$ cat src/rtl/logic_unit_pkg.sv
// Shared constants for the sequential logic unit: op encodings and FSM states.
package logic_unit_pkg;

  localparam int OP_W = 3;

  localparam logic [OP_W-1:0] OP_AND   = 3'b000;
  localparam logic [OP_W-1:0] OP_OR    = 3'b001;
  localparam logic [OP_W-1:0] OP_XOR   = 3'b010;
  localparam logic [OP_W-1:0] OP_NOR   = 3'b011;
  localparam logic [OP_W-1:0] OP_NAND  = 3'b100;
  localparam logic [OP_W-1:0] OP_XNOR  = 3'b101;
  localparam logic [OP_W-1:0] OP_ANDN  = 3'b110;
  localparam logic [OP_W-1:0] OP_PASSA = 3'b111;

  typedef enum logic [1:0] {
    ST_IDLE = 2'd0,
    ST_RUN  = 2'd1,
    ST_DONE = 2'd2
  } state_t;

endpackage

$ cat src/rtl/logic_slice.sv
// Combinational 8-function bitwise slice; one instance serves every slice
// position, time-multiplexed by the owner's slice counter.
module logic_slice
  import logic_unit_pkg::*;
#(
  parameter int SLICE = 8
) (
  input  logic [OP_W-1:0]  op,
  input  logic [SLICE-1:0] a_s,
  input  logic [SLICE-1:0] b_s,
  output logic [SLICE-1:0] y_s
);

  always_comb begin
    y_s = '0;
    case (op)
      OP_AND:   y_s = a_s & b_s;
      OP_OR:    y_s = a_s | b_s;
      OP_XOR:   y_s = a_s ^ b_s;
      OP_NOR:   y_s = ~(a_s | b_s);
      OP_NAND:  y_s = ~(a_s & b_s);
      OP_XNOR:  y_s = ~(a_s ^ b_s);
      OP_ANDN:  y_s = a_s & ~b_s;
      OP_PASSA: y_s = a_s;
      default:  y_s = '0;
    endcase
  end

endmodule

$ cat src/rtl/seq_logic_unit.sv
// Multi-cycle bitwise logic unit: captures operands once, processes SLICE bits
// per cycle, then presents the result and zero flag on a valid/ready handshake.
module seq_logic_unit
  import logic_unit_pkg::*;
#(
  parameter int WIDTH = 32,
  parameter int SLICE = 8
) (
  input  logic             clk,
  input  logic             rst_n,
  input  logic             start_valid,
  output logic             start_ready,
  input  logic [OP_W-1:0]  op,
  input  logic [WIDTH-1:0] a,
  input  logic [WIDTH-1:0] b,
  output logic [WIDTH-1:0] result,
  output logic             zero,
  output logic             result_valid,
  input  logic             result_ready,
  output logic             busy
);

  localparam int NSLICE = (SLICE > 0) ? (WIDTH / SLICE) : 1;
  localparam int CW     = (NSLICE > 1) ? $clog2(NSLICE) : 1;
  localparam logic [CW-1:0] LAST = CW'(NSLICE - 1);

  generate
    if (SLICE < 1) begin : g_bad_slice
      $fatal(1, "seq_logic_unit: SLICE must be at least 1");
    end else if ((WIDTH % SLICE) != 0) begin : g_bad_width
      $fatal(1, "seq_logic_unit: WIDTH must be a multiple of SLICE");
    end
  endgenerate

  state_t           state, next_state;
  logic [WIDTH-1:0] a_q, b_q;
  logic [OP_W-1:0]  op_q;
  logic [CW-1:0]    cnt;
  logic             nonzero;
  logic [SLICE-1:0] a_s, b_s, y_s;
  logic             accept, last;

  assign start_ready = (state == ST_IDLE);
  assign busy        = (state != ST_IDLE);
  assign accept      = start_valid & start_ready;
  assign last        = (cnt == LAST);

  always_comb begin
    a_s = a_q[int'(cnt)*SLICE +: SLICE];
    b_s = b_q[int'(cnt)*SLICE +: SLICE];
  end

  logic_slice #(.SLICE(SLICE)) u_slice (
    .op  (op_q),
    .a_s (a_s),
    .b_s (b_s),
    .y_s (y_s)
  );

  always_ff @(posedge clk or negedge rst_n) begin
    if (!rst_n) state <= ST_IDLE;
    else        state <= next_state;
  end

  always_comb begin
    next_state = state;
    case (state)
      ST_IDLE: if (accept)       next_state = ST_RUN;
      ST_RUN:  if (last)         next_state = ST_DONE;
      ST_DONE: if (result_ready) next_state = ST_IDLE;
      default:                   next_state = ST_IDLE;
    endcase
  end

  // zero is computed on the final RUN edge from the accumulator plus the last slice
  always_ff @(posedge clk or negedge rst_n) begin
    if (!rst_n) begin
      a_q          <= '0;
      b_q          <= '0;
      op_q         <= '0;
      cnt          <= '0;
      nonzero      <= 1'b0;
      result       <= '0;
      result_valid <= 1'b0;
      zero         <= 1'b0;
    end else begin
      case (state)
        ST_IDLE: begin
          if (accept) begin
            a_q     <= a;
            b_q     <= b;
            op_q    <= op;
            cnt     <= '0;
            nonzero <= 1'b0;
            result  <= '0;
            zero    <= 1'b0;
          end
        end
        ST_RUN: begin
          result[int'(cnt)*SLICE +: SLICE] <= y_s;
          nonzero <= nonzero | (|y_s);
          if (last) begin
            cnt          <= '0;
            result_valid <= 1'b1;
            zero         <= ~(nonzero | (|y_s));
          end else begin
            cnt <= cnt + 1'b1;
          end
        end
        ST_DONE: begin
          if (result_ready) begin
            result_valid <= 1'b0;
            zero         <= 1'b0;
          end
        end
        default: ;
      endcase
    end
  end

endmodule

$ cat config.mk
export PLATFORM = sky130hd
export DESIGN_NAME = seq_logic_unit
export DESIGN_NICKNAME = d
export VERILOG_FILES = /design/src/rtl/logic_unit_pkg.sv /design/src/rtl/logic_slice.sv /design/src/rtl/seq_logic_unit.sv
export SDC_FILE = /design/constraint.sdc
export NUM_CORES = 1
export LEC_CHECK = 0
export ABC_AREA = 1
export CAP_MARGIN = 10
export CORE_ASPECT_RATIO = 1.1
export CORE_MARGIN = 5
export CORE_UTILIZATION = 30
export DETAILED_ROUTE_END_ITERATION = 6
export GPL_TIMING_DRIVEN = 0
export MAX_ROUTING_LAYER = met4
export PLACE_DENSITY = 0.62
export SLEW_MARGIN = 10
export SYNTH_ARGS = -nofsm -noshare
export SYNTH_HDL_FRONTEND = slang
export SYNTH_SLANG_ARGS = --single-unit
export TNS_END_PERCENT = 5
$ cat constraint.sdc
create_clock -name clk -period 2.9 [get_ports clk]
set_input_delay 0.58 -clock clk [delete_from_list [all_inputs] [get_ports clk]]
set_output_delay 0.58 -clock clk [all_outputs]
set_load 0.01 [all_outputs]
==> results by group <==
Status
  – Status: completed

Global routing
  – Largest net degree at the start of global routing: slightly above 60
  – GRT Resource Usage Total: around 16%
  – Initial antenna violation count: 0
  – Vias in the first global route: about 5,300
  – First-pass GRT wire length: 26,810 um
  – GRT overflow: 0

Setup path
  – FF-to-FF path depth: 18
  – Launching element type of the critical path: register
  – WS Path Type: register to register
  – R2r endpoint: nonzero
  – Maximum fanout along the worst path: 11
  – Flop-to-flop setup slack: 0.23 ns
  – Reg-to-Reg Start: cnt[1]
  – CP Data Arrival Time: roughly 2.9 ns
  – CP required: around 3.2 ns
  – Critical path endpoint category: register

Routing
  – Vias per inst: ~4.6
  – Remaining antenna violation count: 0
  – Met3 WL: approximately 730 um
  – Routed wl met2: about 8000 um
  – Post-route DRC: 0
  – Drt first pass iters: 4
  – Starting DRT DRC Count: 285
  – Via count: between 5,000 and 6,000
  – Routed WL: 16,490 um
  – M1 WL: between 7000 and 8000 um
  – Top routing layer in use: met4
  – Wirelength per Cell: 14.80 um

Floorplanning
  – IO Pins: 107
  – Die area: 22,340 um2
  – Starting Density: 30.56%
  – Core area: around 19,000 um2
  – Die Y: around 160 um
  – Num rows: 53
  – Die W: approximately 140 um

Placed design
  – Final GP Congestion: around 0.89
  – Pre-CTS WS: -0.2592 ns
  – PortBufs: 106
  – HPWL after DPL: ~13,000 um

Yosys
  – Count of different cell masters after synthesis: 32
  – YS warnings: 0
  – Syn_area_per_cell: a little under 8 um2
  – Post-Syn Nets: 844
  – Post-synth ARST share: between 90% and 100%
  – Post-Synthesis Cells: roughly 750
  – Netlist Area Pre-Place: a little under 6000 um2
  – Number of synthesized register bits: roughly 110
  – Number of synthesized flops with an enable pin: 0
  – Top FF cell, synth: dfrtp_1
  – Sequential element share of the synthesized area: between 40% and 50%

Final layout
  – Share of cells above drive strength 1: 9.458%
  – Final nets: ~960
  – Fillers: approximately 2,000
  – Diode count: 0
  – Most frequent cells in the layout: 323 x nand2_1, 106 x dfrtp_1, 105 x clkdlybuf4s50_1, 59 x nand3_1, 50 x inv_1
  – Commonest non-fill, non-tap cell in the layout: nand2_1
  – Utilization after layout: just under 40%
  – P&R area growth vs syn: 30.23%

Clock tree
  – Clk root buf: clkbuf_16
  – # H-tree levels: 3
  – CTS Sinks: 106
  – Worst-path clk slew: approximately 0.080 ns
  – Post-cts hold buffer count: 0
  – Buffer depth of the longest clock path: 2
  – Num CTS Buffers: 9
  – Worst-skew pair later-pin latency: around 0.37 ns
  – CTS tree: built

Worst hold path
  – Min-Delay Path Class: primary input to asynchronous set/reset pin

Power
  – LEAKAGE: 3.701 nW
  – Max IR drop VDD: approximately 0.00044 V
  – Pwr/cell area: approximately 1200 nW/um2
  – Pwr Total: between 8 and 9 mW

Timing
  – Min cycle time layout: 2.671 ns
  – Final worst slack: approximately 0.23 ns
  – Worst rel slew slack: between 50% and 60%
  – Final hold vios: 0
  – FMAX: ~0.37 GHz
  – RSZ-0062 raised after global routing: no
  – Final setup fails: 0
  – Setup Skew: approximately 0.010 ns
  – Final Max Slew Viols: 0
  – Final period utilization: roughly 90%
  – Worst Tran Pin Value: between 0.6 and 0.7 ns

Run
  – Max Cap Viol: 0
metal layers:
metal  vias up  GRT usage, %
li1       2625             -
met1      2377         20.05
met2       116         25.11
met3        23         2.903
met4         0         4.889
met5         -             -
synth_stat cells, types with 9 or more instances:
master    count  area (um2)
nand2_1     325        1220
dfrtp_1     106        2653
nand3_1      60       300.3
inv_1        50       187.7
ha_1         28       350.3
clkbuf_1     16       60.06
nand4_1      16       100.1
o21ai_0      16       80.08
a21oi_1      14       70.07
nor2_1       14       52.55
buf_6        10       112.6
o21ai_1       9       45.04
report_power, final:
| part | internal [mW] | switching, mW | total [mW] | leakage [nW] |
|---|---|---|---|---|
| logic | 1.86 | 3.17 | 5.03 | 2.20 |
| clock network | 0.697 | 0.580 | 1.28 | 0.147 |
| registers | 2.10 | 0.392 | 2.49 | 1.36 |
cell type report:
type | instances | area, um2 | share of cell area, %
sequential | 106 | 2653 | 34.90
inverter | 57 | 216.5 | 2.848
clock inverter | 5 | 62.56 | 0.8232
buffer | 32 | 229.0 | 3.013
clock buffer | 10 | 239.0 | 3.145
timing repair buffer | 110 | 1112 | 14.64
tap | 247 | 309.0 | 4.067
multi-input combinational | 547 | 2779 | 36.57
logic make-up after synthesis:
group | share of synthesized area, %
and+or+nand+nor | 34.05
AOI/OAI and AO/OA | 7.011
DFF | 45.45
buffers and inverters | 7.483
adders and majority gates | 6.003
worst max path at each step:
stage / from / depth (start not counted) / to / slack [ns]
global route: cnt[1] / 18 / nonzero / 0.006
finish: cnt[1] / 18 / nonzero / 0.23
detailed placement: cnt[0] / 18 / zero / -0.26
floorplan: cnt[0] / 19 / nonzero / 0.42
CTS: cnt[1] / 17 / zero / 0.02
global placement: rst_n / 1 / a_q[24] / -2.86
flip-flops by register name, indices dropped and copies added (netlist names):
register and count:
result_valid 1, state 2, b_q 32, op_q 3
zero 1, a_q 32, result 32, cnt 2
nonzero 1
through the flow:
stage / hold WS (ns) / setup TNS (ns) / instance area [um2] / std cells
5_1_grt: 0.1817 / 0 / 7600 / 1114
3_3_place_gp: 0.4560 / -303.13 / 7206 / 1098
3_5_place_dp: 0.4593 / -0.8753 / 7234 / 1099
4_1_cts: 0.1572 / 0 / 7561 / 1113
2_1_floorplan: 0.2844 / 0 / 5836 / 745
6_report: 0.1426 / 0 / 7600 / 1114
worst max-delay path, cell delays in order (launching register included):
cell and delay, ns:
dfrtp_1 0.42, buf_6 0.16, inv_2 0.12, buf_8 0.16, buf_8 0.15, a21oi_1 0.07, a32oi_2 0.23, inv_1 0.10
ha_1 0.30, nand2_1 0.09, a21oi_1 0.07, nor2_1 0.13, nand3_2 0.11, nand2_2 0.10, nand3_1 0.09, nor2_2 0.11
nand2_1 0.06, nand2_1 0.05, nand2_1 0.04
what timing repair did:
| action | CTS | global route |
|---|---|---|
| buffers inserted | 1 | 2 |
| pin swaps | 1 | 1 |
| endpoints found under the hold margin | 0 | 0 |
| setup endpoints to repair | 18 | 12 |
| gates resized for setup | 5 | 11 |
| cloned | 0 | 0 |
No activity file was read; power rests on OpenSTA's default activity.
